## src/rtl/fpadd_pkg.sv

```systemverilog
// Shared types for the floating-point adder scheduler: word width, FSM
// state encoding, operand-pair payload and an index-width helper.
package fpadd_pkg;

  localparam int unsigned FP_W = 32;

  typedef enum logic [1:0] {
    IDLE = 2'd0,
    WAIT = 2'd1,
    RESP = 2'd2
  } sched_state_t;

  typedef struct packed {
    logic [FP_W-1:0] a;
    logic [FP_W-1:0] b;
  } fp_pair_t;

  // Width of an index over n items, never below one bit
  function automatic int unsigned idx_w(input int unsigned n);
    return (n > 1) ? 32'($clog2(n)) : 32'd1;
  endfunction

endpackage

```

## src/rtl/fpadd_sched_if.sv

```systemverilog
// Request/response and adder-side bundle for the adder scheduler.
// The slave modport is the scheduler; master is the client/adder environment.
interface fpadd_sched_if
  import fpadd_pkg::*;
#(
  parameter int unsigned N_REQ = 2
);

  logic [N_REQ-1:0]      req_valid;
  logic [N_REQ-1:0]      req_ready;
  logic [N_REQ*FP_W-1:0] req_a;
  logic [N_REQ*FP_W-1:0] req_b;
  logic [N_REQ-1:0]      resp_valid;
  logic [N_REQ-1:0]      resp_ready;
  logic [FP_W-1:0]       resp_res;
  logic [FP_W-1:0]       add_a;
  logic [FP_W-1:0]       add_b;
  logic [FP_W-1:0]       add_res;
  logic                  busy;

  modport master (
    output req_valid, req_a, req_b, resp_ready, add_res,
    input  req_ready, resp_valid, resp_res, add_a, add_b, busy
  );

  modport slave (
    input  req_valid, req_a, req_b, resp_ready, add_res,
    output req_ready, resp_valid, resp_res, add_a, add_b, busy
  );

endinterface

```

## src/rtl/rr_arbiter.sv

```systemverilog
// Combinational round-robin arbiter: first active request at or above ptr,
// wrapping modulo N. Produces one-hot grant, its index and an any flag.
module rr_arbiter
  import fpadd_pkg::*;
#(
  parameter  int unsigned N  = 2,
  localparam int unsigned IW = idx_w(N)
) (
  input  logic [N-1:0]  req,
  input  logic [IW-1:0] ptr,
  output logic [N-1:0]  gnt,
  output logic [IW-1:0] idx,
  output logic          any
);

  always_comb begin
    logic [31:0] j;
    gnt = '0;
    idx = '0;
    any = 1'b0;
    j   = '0;
    for (int unsigned k = 0; k < N; k++) begin
      j = (32'(ptr) + k) % N;
      if (!any && req[IW'(j)]) begin
        any = 1'b1;
        idx = IW'(j);
      end
    end
    if (any) gnt[idx] = 1'b1;
  end

endmodule

```

## src/rtl/fpadd_sched.sv

```systemverilog
// Time-shares one fixed-latency FP adder among N_REQ requesters: round-robin
// accept, hold operands for ADD_LAT cycles, return the sum to the owner.
module fpadd_sched
  import fpadd_pkg::*;
#(
  parameter int unsigned N_REQ   = 2,
  parameter int unsigned ADD_LAT = 2
) (
  input logic          clk,
  input logic          rst_n,
  fpadd_sched_if.slave bus
);

  localparam int unsigned IW = idx_w(N_REQ);
  localparam int unsigned CW = idx_w(ADD_LAT);

  sched_state_t    state, state_n;
  logic [IW-1:0]   rr_ptr, owner, gnt_idx;
  logic [CW-1:0]   lat_cnt;
  logic [N_REQ-1:0] gnt;
  logic            gnt_any, accept;
  fp_pair_t        op;
  logic [FP_W-1:0] res_q;
  logic [FP_W-1:0] a_arr [N_REQ];
  logic [FP_W-1:0] b_arr [N_REQ];

  for (genvar k = 0; k < N_REQ; k++) begin : g_slice
    assign a_arr[k] = bus.req_a[k*FP_W +: FP_W];
    assign b_arr[k] = bus.req_b[k*FP_W +: FP_W];
  end

  rr_arbiter #(.N(N_REQ)) u_arb (
    .req (bus.req_valid),
    .ptr (rr_ptr),
    .gnt (gnt),
    .idx (gnt_idx),
    .any (gnt_any)
  );

  assign accept = (state == IDLE) && gnt_any;

  always_ff @(posedge clk or negedge rst_n) begin
    if (!rst_n) state <= IDLE;
    else        state <= state_n;
  end

  always_comb begin
    state_n = state;
    case (state)
      IDLE:    if (gnt_any) state_n = WAIT;
      WAIT:    if (lat_cnt == '0) state_n = RESP;
      RESP:    if (bus.resp_ready[owner]) state_n = IDLE;
      default: state_n = IDLE;
    endcase
  end

  // Grant is only offered while idle; response only to the owner
  always_comb begin
    bus.req_ready  = '0;
    bus.resp_valid = '0;
    bus.busy       = 1'b1;
    case (state)
      IDLE: begin
        bus.req_ready = gnt;
        bus.busy      = 1'b0;
      end
      RESP:    bus.resp_valid[owner] = 1'b1;
      default: ;
    endcase
  end

  assign bus.add_a    = op.a;
  assign bus.add_b    = op.b;
  assign bus.resp_res = res_q;

  always_ff @(posedge clk or negedge rst_n) begin
    if (!rst_n) begin
      rr_ptr  <= '0;
      owner   <= '0;
      lat_cnt <= '0;
      op      <= '0;
      res_q   <= '0;
    end else begin
      if (accept) begin
        op      <= '{a: a_arr[gnt_idx], b: b_arr[gnt_idx]};
        owner   <= gnt_idx;
        rr_ptr  <= (32'(gnt_idx) == N_REQ - 1) ? '0 : gnt_idx + IW'(1);
        lat_cnt <= CW'(ADD_LAT - 1);
      end
      // add_res is only meaningful on the last WAIT cycle
      if (state == WAIT) begin
        if (lat_cnt == '0) res_q <= bus.add_res;
        else               lat_cnt <= lat_cnt - CW'(1);
      end
    end
  end

endmodule

```

## src/flat_wrapper.sv

```systemverilog
// flat-port wrapper written by rule: the top's interface ports become plain ports
module fpadd_sched_flat import fpadd_pkg::*;
#(
  parameter int unsigned N_REQ   = 2,
  parameter int unsigned ADD_LAT = 2
)
  (clk, rst_n, bus_req_valid, bus_req_a, bus_req_b, bus_resp_ready, bus_add_res, bus_req_ready, bus_resp_valid, bus_resp_res, bus_add_a, bus_add_b, bus_busy);
  fpadd_sched_if #(.N_REQ(N_REQ)) bus_i ();
  input logic clk;
  input logic rst_n;
  input wire logic [$bits(bus_i.req_valid)-1:0] bus_req_valid;
  input wire logic [$bits(bus_i.req_a)-1:0] bus_req_a;
  input wire logic [$bits(bus_i.req_b)-1:0] bus_req_b;
  input wire logic [$bits(bus_i.resp_ready)-1:0] bus_resp_ready;
  input wire logic [$bits(bus_i.add_res)-1:0] bus_add_res;
  output wire logic [$bits(bus_i.req_ready)-1:0] bus_req_ready;
  output wire logic [$bits(bus_i.resp_valid)-1:0] bus_resp_valid;
  output wire logic [$bits(bus_i.resp_res)-1:0] bus_resp_res;
  output wire logic [$bits(bus_i.add_a)-1:0] bus_add_a;
  output wire logic [$bits(bus_i.add_b)-1:0] bus_add_b;
  output wire logic [$bits(bus_i.busy)-1:0] bus_busy;
  assign bus_i.req_valid = bus_req_valid;
  assign bus_i.req_a = bus_req_a;
  assign bus_i.req_b = bus_req_b;
  assign bus_i.resp_ready = bus_resp_ready;
  assign bus_i.add_res = bus_add_res;
  assign bus_req_ready = bus_i.req_ready;
  assign bus_resp_valid = bus_i.resp_valid;
  assign bus_resp_res = bus_i.resp_res;
  assign bus_add_a = bus_i.add_a;
  assign bus_add_b = bus_i.add_b;
  assign bus_busy = bus_i.busy;
  fpadd_sched #(.N_REQ(N_REQ), .ADD_LAT(ADD_LAT)) u_core (.clk(clk), .rst_n(rst_n), .bus(bus_i));
endmodule
```

## config.mk

```make
export PLATFORM = sky130hd
export DESIGN_NAME = fpadd_sched_flat
export DESIGN_NICKNAME = d
export VERILOG_FILES = /design/src/rtl/fpadd_pkg.sv /design/src/rtl/fpadd_sched_if.sv /design/src/rtl/rr_arbiter.sv /design/src/rtl/fpadd_sched.sv /design/src/flat_wrapper.sv
export SDC_FILE = /design/constraint.sdc
export NUM_CORES = 1
export LEC_CHECK = 0
export ABC_AREA = 1
export CAP_MARGIN = 30
export CORE_MARGIN = 1
export CORE_UTILIZATION = 35
export DETAILED_ROUTE_END_ITERATION = 16
export PLACE_DENSITY = 0.77
export SLEW_MARGIN = 10
export SYNTH_ARGS = -nofsm -noshare
export SYNTH_HDL_FRONTEND = slang
export SYNTH_HIERARCHICAL = 1
export SYNTH_SLANG_ARGS = --single-unit
```

## constraint.sdc

```tcl
create_clock -name clk -period 1.24 [get_ports clk]
set_clock_uncertainty 0.05 [all_clocks]
set_input_delay 0.248 -clock clk [delete_from_list [all_inputs] [get_ports clk]]
set_output_delay 0.248 -clock clk [all_outputs]
set_load 0.1 [all_outputs]
```

==> out/results.txt <==
IO Pins - 267
clk slew on worst S/H paths - 70 ps
vias in the first global route - 6061
CTS Root Cell - clkbuf_16
worst path cell trace - nor2_4 -> inv_2 -> nor2_4 -> buf_12
CTS buffer count - 9
CTS tree - built
hpwl dp - 11500 µm
met3 GRT Util - 0.0722
YS warnings - 6
number of H-tree levels - 3
Pins Over Slew Limit - 0
CTS Buffer Depth - 2
RSZ-0062 raised after global routing - yes
Die X - 118 µm
worst rel slew slack - 0.768
die span in y - 118 µm
area delta synth->final - 145%
Worst Setup End Kind - output pin
fillcell total - 496
largest net degree at the start of global routing - 38
Post-Syn Instances - 655
count of cell types in the netlist - 15
residual DRC count - 0
#FFs+latches synth - 101
met2 Resource Use GR - 0.581
Routed Antenna Nets - 0
final wirelength - 27600 µm
DR pass1 iterations - 5
Worst Path Required - 940 ps
Seq/Total Area, Yosys - 0.538
largest cells by area after synthesis - dfrtp_1, nand2_1, buf_2
NumNets Final - 1189
Final Cycle Share - 1.37
kind of critical path - flop to output pin
initial antenna violation count - 0
Worst-Margin Slew - 347 ps
Final min period - 1700 ps
vias - 6377
CP most frequent cell - nor2_4
crit path max-delay cell type - dfrtp_2
first-pass GRT wire length - 33500 µm
worst hold path type - input pin to asynchronous set/reset pin
Setup violations, final - 202
full die area - 13900 µm²
DR iter-0 viols - 431
Post-Syn Area - 4700 µm²
wire per inst - 23.0 µm
Final WS setup - -456 ps
CP max stage delay - 470 ps
final cell count without fillers - 1200
grt ovf - 0
multi-input logic area - 2860 µm²
status - finished with violations
failing checks - negative setup slack
CTS sink count - 101
Mapped Nets - 821
crit start category - flop
final hold vios - 0
dpl cells - 1081
Reg area - 2540 µm²
grt peak-use layer - met2
critical path buffer and inverter count - 2
biggest area consumer among synthesized cells - dfrtp_1
core area - 12900 µm²
met1 Track Usage GR - 0.354
# rows - 41
Total Routing Usage GR - 0.321
Yosys top cell area share - 0.538
Avg Synthesized Cell Area - 7.17 µm²
starting density of the core - 0.365
CP top delay family - flip-flops
Ant. Diodes - 0
Critical Path AT - 1400 ps
port bufs - 266
share of cells above drive strength 1 - 0.474
FMAX - 0.589 GHz
GP Congestion - 0.785
max cap viols - 0
clk_lat worst skew - 360 ps
CP Max Fanout - 4
mean number of vias per cell - 5.31
## cell usage in the layout, fill, tap and decap left out, types with 2 or more instances in the layout
| cell type | netlist | final |
|---|---|---|
| a21oi_2 | 0 | 2 |
| bufinv_16 | 0 | 2 |
| nand2_1 | 490 | 278 |
| o21ai_2 | 0 | 2 |
| buf_12 | 0 | 125 |
| nand3_2 | 0 | 2 |
| dfrtp_2 | 0 | 11 |
| clkinv_2 | 0 | 3 |
| buf_6 | 1 | 6 |
| buf_8 | 0 | 4 |
| buf_4 | 8 | 63 |
| nand2_2 | 2 | 158 |
| buf_16 | 0 | 23 |
| clkdlybuf4s50_1 | 0 | 162 |
| dfrtp_1 | 101 | 90 |
| nand2_8 | 0 | 2 |
| clkbuf_16 | 0 | 11 |
| clkbuf_1 | 3 | 2 |
| dlygate4sd2_1 | 0 | 2 |
| nor2_4 | 1 | 8 |
| clkinv_16 | 0 | 2 |
| nand2_4 | 0 | 54 |
| inv_1 | 10 | 5 |
| inv_2 | 2 | 5 |
## cell usage after synthesis (all sizes together)
library cell / instances
buf: 30
clkbuf: 3
nand3: 4
nand2: 492
o21ai: 2
nor2: 8
a21oi: 3
inv: 12
dfrtp: 101
## sequential cells by signal (all words and copies together), names as in the netlist
name,cells
u_core/bus.resp_res,32
u_core/bus.add_a,32
u_core/state,2
u_core/bus.add_b,32
u_core/owner,1
u_core/rr_ptr,1
u_core/lat_cnt,1
## layout make-up
cell class,instances,share of cell area
clock buffer,11,0.0202
tap,172,0.0187
timing repair buffer,389,0.475
multi-input combinational,509,0.249
timing repair inverter,1,0.00261
clock inverter,5,0.00653
sequential,101,0.221
inverter,12,0.00642
## routing by layer
layer,share of wire,routed length [µm]
met4,0.060,1660
met5,0,0
met3,0.096,2650
met1,0.33,9080
met2,0.51,14200
## worst paths after layout
kind	start	end	slack [ps]	cells past startpoint
hold reg to reg	u_core/bus.add_b[6]	u_core/bus.add_b[6]	480	2
max in group asynchronous	rst_n	u_core/bus.add_a[7]	370	3
setup / recovery	u_core/state[0]	bus_resp_valid[0]	-460	4
min in group clk	bus_add_res[18]	u_core/bus.resp_res[18]	390	3
hold / removal	rst_n	u_core/bus.add_b[10]	290	2
setup reg to reg	u_core/rr_ptr	u_core/bus.add_b[30]	-390	9
## timing repair
item / in CTS / in global routing
cloned: 29 / 3
pin swaps: 61 / 69
hold buffers: 1 / 0
buffers inserted: 40 / 37
endpoints found under the setup margin: 170 / 202
hold endpoints to repair: 16 / 0
gates resized for setup: 151 / 216
## worst register-to-register path, delay by kind of cell, from the launching register on
kind | cells | cell delay [ps]
buffers and inverters | 4 | 520
DFF | 1 | 400
and+or+nand+nor | 4 | 340
AOI/OAI and AO/OA | 1 | 210
## through the flow
step / util / setup WS, ps / cell area [µm²] / TNS, ps / hold slack, ps
detailed placement: 0.680 / -497 / 8760 / -32250 / 116
CTS: 0.826 / -385 / 10600 / -18280 / 287
finish: 0.893 / -456 / 11500 / -32970 / 286
global placement: 0.680 / -453 / 8760 / -29790 / 113
global route: 0.893 / -485 / 11500 / -39510 / 298
floorplan: - / -269 / 4800 / -4850 / -97.6
## cell families after synthesis
| kind of cell | Yosys count | share of synthesized area |
|---|---|---|
| flops | 101 | 0.538 |
| simple gates | 504 | 0.407 |
| buf+inv | 45 | 0.0495 |
| compound gates | 5 | 0.00532 |
Power is left out: the tool's default activity adds up to more than one toggle a clock period on the data nets, which glitch-free logic cannot reach.
